`src/rtl/pcie_rd_arb_pkg.sv`:
```
// ============================================================================
// pcie_rd_arb_pkg : shared constants and types for the PCIe read arbiter
// Rev 1.0
// ============================================================================
`default_nettype none

package pcie_rd_arb_pkg;

    localparam int NREQ = 2;

    typedef logic [$clog2(NREQ)-1:0] grant_idx_t;

    // The requester tag sits one bit above the requester-side ID.
    function automatic int tag_bit(input int iw);
        return iw;
    endfunction

endpackage

`default_nettype wire

```
`src/rtl/rd_outstanding_ctr.sv`:
```
// ============================================================================
// rd_outstanding_ctr : saturating up/down counter of outstanding read bursts
// Rev 1.0
// ============================================================================
`default_nettype none

module rd_outstanding_ctr #(
    parameter int CW = 8
) (
    input  logic          clk,
    input  logic          resetn,
    input  logic          inc,
    input  logic          dec,
    input  logic [CW-1:0] limit,
    output logic [CW-1:0] cnt
);

    logic [CW-1:0] r_cnt;

    // Simultaneous inc and dec cancel; both ends saturate instead of wrapping.
    always_ff @(posedge clk or negedge resetn) begin
        if (!resetn) begin
            r_cnt <= '0;
        end else if (inc && !dec && (r_cnt < limit)) begin
            r_cnt <= r_cnt + 1'b1;
        end else if (dec && !inc && (r_cnt != '0)) begin
            r_cnt <= r_cnt - 1'b1;
        end
    end

    assign cnt = r_cnt;

endmodule

`default_nettype wire

```
`src/rtl/pcie_rd_arbiter.sv`:
```
// ============================================================================
// pcie_rd_arbiter : two-requester round-robin AXI4 read arbiter, ARID-tagged
// Optional statistics counters: define RD_ARB_STATS_EN.   Rev 1.0
// ============================================================================
`default_nettype none

module pcie_rd_arbiter
    import pcie_rd_arb_pkg::*;
#(
    parameter int DW      = 512,
    parameter int AW      = 64,
    parameter int IW      = 4,
    parameter int MAX_OUT = 8
) (
    input  logic               clk,
    input  logic               resetn,
    input  logic [2*AW-1:0]    S_AXI_ARADDR,
    input  logic [15:0]        S_AXI_ARLEN,
    input  logic [2*IW-1:0]    S_AXI_ARID,
    input  logic [1:0]         S_AXI_ARVALID,
    output logic [1:0]         S_AXI_ARREADY,
    output logic [DW-1:0]      S_AXI_RDATA,
    output logic [IW-1:0]      S_AXI_RID,
    output logic [1:0]         S_AXI_RRESP,
    output logic               S_AXI_RLAST,
    output logic [1:0]         S_AXI_RVALID,
    input  logic [1:0]         S_AXI_RREADY,
    output logic [AW-1:0]      M_AXI_ARADDR,
    output logic [7:0]         M_AXI_ARLEN,
    output logic [IW:0]        M_AXI_ARID,
    output logic               M_AXI_ARVALID,
    input  logic               M_AXI_ARREADY,
    input  logic [DW-1:0]      M_AXI_RDATA,
    input  logic [IW:0]        M_AXI_RID,
    input  logic [1:0]         M_AXI_RRESP,
    input  logic               M_AXI_RLAST,
    input  logic               M_AXI_RVALID,
    output logic               M_AXI_RREADY
`ifdef RD_ARB_STATS_EN
    ,
    output logic [63:0]        stat_grants,
    output logic [63:0]        stat_stalls
`endif
);

    localparam logic [7:0] c_limit = 8'(MAX_OUT);

    logic [NREQ-1:0] w_eligible;
    logic [NREQ-1:0] w_ar_hs;
    logic [NREQ-1:0] w_r_done;
    logic [7:0]      w_cnt [NREQ];
    grant_idx_t      w_grant;
    grant_idx_t      w_tag;
    grant_idx_t      r_last_grant;
    logic            r_arvalid;
    logic [AW-1:0]   r_araddr;
    logic [7:0]      r_arlen;
    logic [IW:0]     r_arid;

    assign w_tag = M_AXI_RID[tag_bit(IW)];

    always_comb begin
        w_grant = r_last_grant;
        if (&w_eligible) begin
            w_grant = ~r_last_grant;
        end else if (w_eligible[0]) begin
            w_grant = grant_idx_t'(0);
        end else if (w_eligible[1]) begin
            w_grant = grant_idx_t'(1);
        end
    end

    generate
        for (genvar n = 0; n < NREQ; n++) begin : g_req
            assign w_eligible[n]    = S_AXI_ARVALID[n] & (w_cnt[n] < c_limit);
            assign S_AXI_ARREADY[n] = resetn & ~r_arvalid & w_eligible[n]
                                      & (w_grant == grant_idx_t'(n));
            assign w_ar_hs[n]       = S_AXI_ARVALID[n] & S_AXI_ARREADY[n];
            assign S_AXI_RVALID[n]  = resetn & M_AXI_RVALID & (w_tag == grant_idx_t'(n));
            assign w_r_done[n]      = M_AXI_RVALID & M_AXI_RREADY & M_AXI_RLAST
                                      & (w_tag == grant_idx_t'(n));

            rd_outstanding_ctr #(.CW(8)) u_ctr (
                .clk    (clk),
                .resetn (resetn),
                .inc    (w_ar_hs[n]),
                .dec    (w_r_done[n]),
                .limit  (c_limit),
                .cnt    (w_cnt[n])
            );

`ifdef RD_ARB_STATS_EN
            logic [31:0] r_grant_cnt;
            logic [31:0] r_stall_cnt;

            always_ff @(posedge clk or negedge resetn) begin
                if (!resetn) begin
                    r_grant_cnt <= '0;
                    r_stall_cnt <= '0;
                end else begin
                    if (w_ar_hs[n]) begin
                        r_grant_cnt <= r_grant_cnt + 32'd1;
                    end
                    if (S_AXI_ARVALID[n] && !S_AXI_ARREADY[n]) begin
                        r_stall_cnt <= r_stall_cnt + 32'd1;
                    end
                end
            end

            assign stat_grants[n*32 +: 32] = r_grant_cnt;
            assign stat_stalls[n*32 +: 32] = r_stall_cnt;
`endif
        end
    endgenerate

    // ARREADY requires an empty slot, so a capture never overlaps a pending request.
    always_ff @(posedge clk or negedge resetn) begin
        if (!resetn) begin
            r_arvalid    <= 1'b0;
            r_araddr     <= '0;
            r_arlen      <= '0;
            r_arid       <= '0;
            r_last_grant <= grant_idx_t'(1);
        end else if (|w_ar_hs) begin
            r_arvalid    <= 1'b1;
            r_araddr     <= S_AXI_ARADDR[int'(w_grant)*AW +: AW];
            r_arlen      <= S_AXI_ARLEN[int'(w_grant)*8 +: 8];
            r_arid       <= {w_grant, S_AXI_ARID[int'(w_grant)*IW +: IW]};
            r_last_grant <= w_grant;
        end else if (M_AXI_ARREADY) begin
            r_arvalid    <= 1'b0;
        end
    end

    assign M_AXI_ARVALID = r_arvalid;
    assign M_AXI_ARADDR  = r_araddr;
    assign M_AXI_ARLEN   = r_arlen;
    assign M_AXI_ARID    = r_arid;

    assign S_AXI_RDATA   = M_AXI_RDATA;
    assign S_AXI_RID     = M_AXI_RID[IW-1:0];
    assign S_AXI_RRESP   = M_AXI_RRESP;
    assign S_AXI_RLAST   = M_AXI_RLAST;
    assign M_AXI_RREADY  = resetn & S_AXI_RREADY[w_tag];

endmodule

`default_nettype wire

```
`config.mk`:
```
export PLATFORM = sky130hd
export DESIGN_NAME = pcie_rd_arbiter
export DESIGN_NICKNAME = d
export VERILOG_FILES = /design/src/rtl/pcie_rd_arb_pkg.sv /design/src/rtl/rd_outstanding_ctr.sv /design/src/rtl/pcie_rd_arbiter.sv
export SDC_FILE = /design/constraint.sdc
export NUM_CORES = 1
export LEC_CHECK = 0
export BUFFER_PORTS_ARGS = -buffer_cell sky130_fd_sc_hd__buf_2
export CELL_PAD_IN_SITES_DETAIL_PLACEMENT = 2
export CELL_PAD_IN_SITES_GLOBAL_PLACEMENT = 2
export CORE_AREA = 2 2 501 503
export DETAILED_ROUTE_END_ITERATION = 8
export DIE_AREA = 0 0 503 505
export PLACE_DENSITY_LB_ADDON = 0.1
export SLEW_MARGIN = 20
export SYNTH_ARGS = -nofsm -noshare
export SYNTH_HDL_FRONTEND = slang
export SYNTH_SLANG_ARGS = --single-unit
```
`constraint.sdc`:
```
create_clock -name clk -period 3.95 [get_ports clk]
set_clock_uncertainty 0.15 [all_clocks]
set_input_delay 1.185 -clock clk [delete_from_list [all_inputs] [get_ports clk]]
set_output_delay 1.185 -clock clk [all_outputs]
set_load 0.01 [all_outputs]
```
==> flow_summary_export.csv <==
group,metric,value,unit
logic_synthesis,synth_cell_types,42,
min_path,min_path_cells,1,
floorplan,die_w,503,um
cts,cts-htree-levels,3,
setup_path,reg2reg_depth,10,
detailed_routing,drtPass1Iterations,4,
logic_synthesis,ys_ff_latch,95,
setup_path,cp-end-kind,"output pin",
floorplan,start_util,3.53,%
grt,antenna_found_initial,5,
placement,port-buffer-count,245,
logic_synthesis,synth_top_area_share,44.5,%
floorplan,ios,1282,
placement,dpl_cell_area,10400,um^2
detailed_routing,final_antenna_net_count,0,
floorplan,fp-row-count,183,
logic_synthesis,yosysTopAreaCell,"buf_4",
setup_path,start_kind,"input port",
final_layout,stdcell_area,10700,um^2
detailed_routing,drtIter0Drc,104,
logic_synthesis,async_flop_share,100,%
timing,hold_viol,0,
pwr,power.ir.vdd_worst,0.224,mV
logic_synthesis,synth_edf_count,0,
detailed_routing,routed_wl,42.6,mm
floorplan,placeableCoreArea,248000,um^2
cts,cts_root_buffer,"clkbuf_16",
cts,cts_tree,"built",
detailed_routing,drc,0,
cts,clk_pin_slew_worst_paths,0.08,ns
run,drv_cap,0,
timing,max_freq,0.265,GHz
final_layout,finalNonFillerCells,4054,
timing,finalSetupViolations,0,
detailed_routing,routed_via_density,1.28,
timing,rsz0062_at_grt,"no",
cts,clock_latency,0.44,ns
timing,whs,0.337,ns
logic_synthesis,syn_inst,976,
setup_path,criticalPathCategory,"input port to output pin",
setup_path,cp.arrival,2.44,ns
timing,tightest_slew,0.850,ns
logic_synthesis,ys_seq_area_share,27.2,%
logic_synthesis,synth_nets,1670,
placement,post-dp-hpwl,33.9,mm
pwr,power_density,544,nW/um^2
timing,finalCritPeriodShare,95.5,%
final_layout,nFillCells,29686,
floorplan,die_y,505,um
grt,grt_max_degree,69,
cts,clock_sinks,95,
final_layout,area_growth,22.3,%
min_path,min_from,"g_req[0].u_ctr.cnt[7]",
final_layout,nets,1411,
logic_synthesis,yosys_warnings,0,
timing,maxSlewHeadroom,43.4,%
grt,grt_overflow_total,0,
logic_synthesis,ys_top_cells_by_area,"buf_4, dfrtp_1, mux2i_1",
grt,grt.total_usage,3.32,%
placement,place.gp.congestion,0.592,
cts,postCtsHoldBufs,0,
pwr,p_leak,3.80,nW
grt,grt_pass1_wl,55.7,mm
setup_path,crit_start,"S_AXI_ARVALID[1]",
setup_path,r2r_start,"g_req[1].u_ctr.cnt[3]",
final_layout,seq_area,2380,um^2
final_layout,drive_above_1_share,43.1,%
cts,max-clock-path-buffers,2,
detailed_routing,vias,5209,
logic_synthesis,netlist_area,8750,um^2
run_status,status,"finished clean",
timing,drv_slew,0,
timing,fin_ws,0.177,ns
grt,grt_pass1_vias,6316,
placement,dp_cells,4036,
cts,ctsResizeCount,0,
timing,fin_crit,3.77,ns
cts,post_cts_buffers,0,
timing,tns,0,ns
logic_synthesis,ys.flop_type,"dfrtp_1",
placement,dp_slack,-0.0825,ns
setup_path,cp.required,2.61,ns
final_layout,multi_input_area,2310,um^2
floorplan,die_area,254000,um^2
min_path,hp-class,"flop to flop",
cts,cts_inserted_buffers,9,
logic_synthesis,synth.avg_cell_area,8.97,um^2
setup_path,crit_fanout,2,
detailed_routing,routedWlPerCell,10.5,um
[cell usage after synthesis (3+ instances only)]
master	count
o21ai_1	49
buf_2	10
nand3_1	4
dfrtp_1	94
xor2_1	8
buf_6	8
inv_1	3
nand2_1	82
a21o_1	5
nor3_1	3
a21oi_1	10
nor2b_1	3
clkbuf_2	3
ha_1	12
xnor2_1	6
o21ai_0	30
mux2_2	12
buf_4	519
mux2i_1	79
nor2_1	4
clkbuf_1	4
[worst paths after layout]
check	end	slack, ns
worst max register to register	g_req[1].u_ctr.cnt[5]	0.69
worst min-delay path	g_req[0].u_ctr.cnt[7]	0.34
min in group asynchronous	r_last_grant	0.55
max in group asynchronous	M_AXI_ARADDR[38]	2.00
worst max-delay path	S_AXI_ARREADY[1]	0.18
worst min register to register	g_req[0].u_ctr.cnt[7]	0.34
[logic make-up after synthesis]
group | count (synthesis) | share of synthesized area (%)
AOI/OAI and AO/OA | 103 | 6.33
DFF | 95 | 27.2
and+or+nand+nor | 112 | 5.75
buffers and inverters | 547 | 46.6
muxes | 91 | 10.6
xor gates and xnor gates | 14 | 1.40
adders and majority gates | 14 | 2.17
[where the power goes]
group | total, mW | internal, mW | switching (mW)
sequential | 1.72 | 1.42 | 0.300
clock | 1.24 | 0.624 | 0.619
combinational | 2.86 | 1.20 | 1.66
total | 5.82 | 3.24 | 2.58
[stage by stage]
stage	utilization (%)	total power [mW]
finish	4.31	5.82
global route	4.31	6.49
CTS	4.31	6.24
detailed placement	4.17	4.83
global placement	4.17	4.83
floorplan	-	3.86
[critical path: stages]
cell and delay (ns):
buf_2 0.08, or4b_4 0.48, nor3_1 0.21, buf_4 0.16, and2_1 0.17, buf_2 0.15
[cells in the final DEF (no fill, tap or decap), types with 10 or more instances in the layout]
cell     Yosys  routed
o21ai_0     30      30
mux2i_1     79      79
buf_4      519      26
mux2_2      12      12
o21ai_1     49      49
a21oi_1     10      10
nand2_1     82      82
dfrtp_1     94      94
buf_2       10     244
ha_1        12      12
[metal layers]
metal	wire length [um]	vias to the layer above	track usage, %
met2	20500	454	5.42
met5	55	-	0.266
met3	4580	259	1.65
met1	13100	2368	2.82
li1	-	2126	-
met4	4330	2	3.54
[final cells by class]
| cell class | instances | share of cell area, % |
|---|---|---|
| diodes | 2 | 0.0468 |
| clock buffers | 9 | 2.10 |
| clock inverters | 7 | 1.10 |
| inverters | 3 | 0.105 |
| multi-input cells | 334 | 21.6 |
| flip-flops and latches | 95 | 22.2 |
| well taps | 3330 | 38.9 |
| repair buffers | 274 | 13.9 |
[state kept, by name, indices dropped and copies added, names as in the netlist]
register         flops
M_AXI_ARLEN          8
r_last_grant         1
M_AXI_ARID           5
M_AXI_ARADDR        64
M_AXI_ARVALID        1
g_req.u_ctr.cnt     16
No activity file was read; power rests on OpenSTA's default activity.
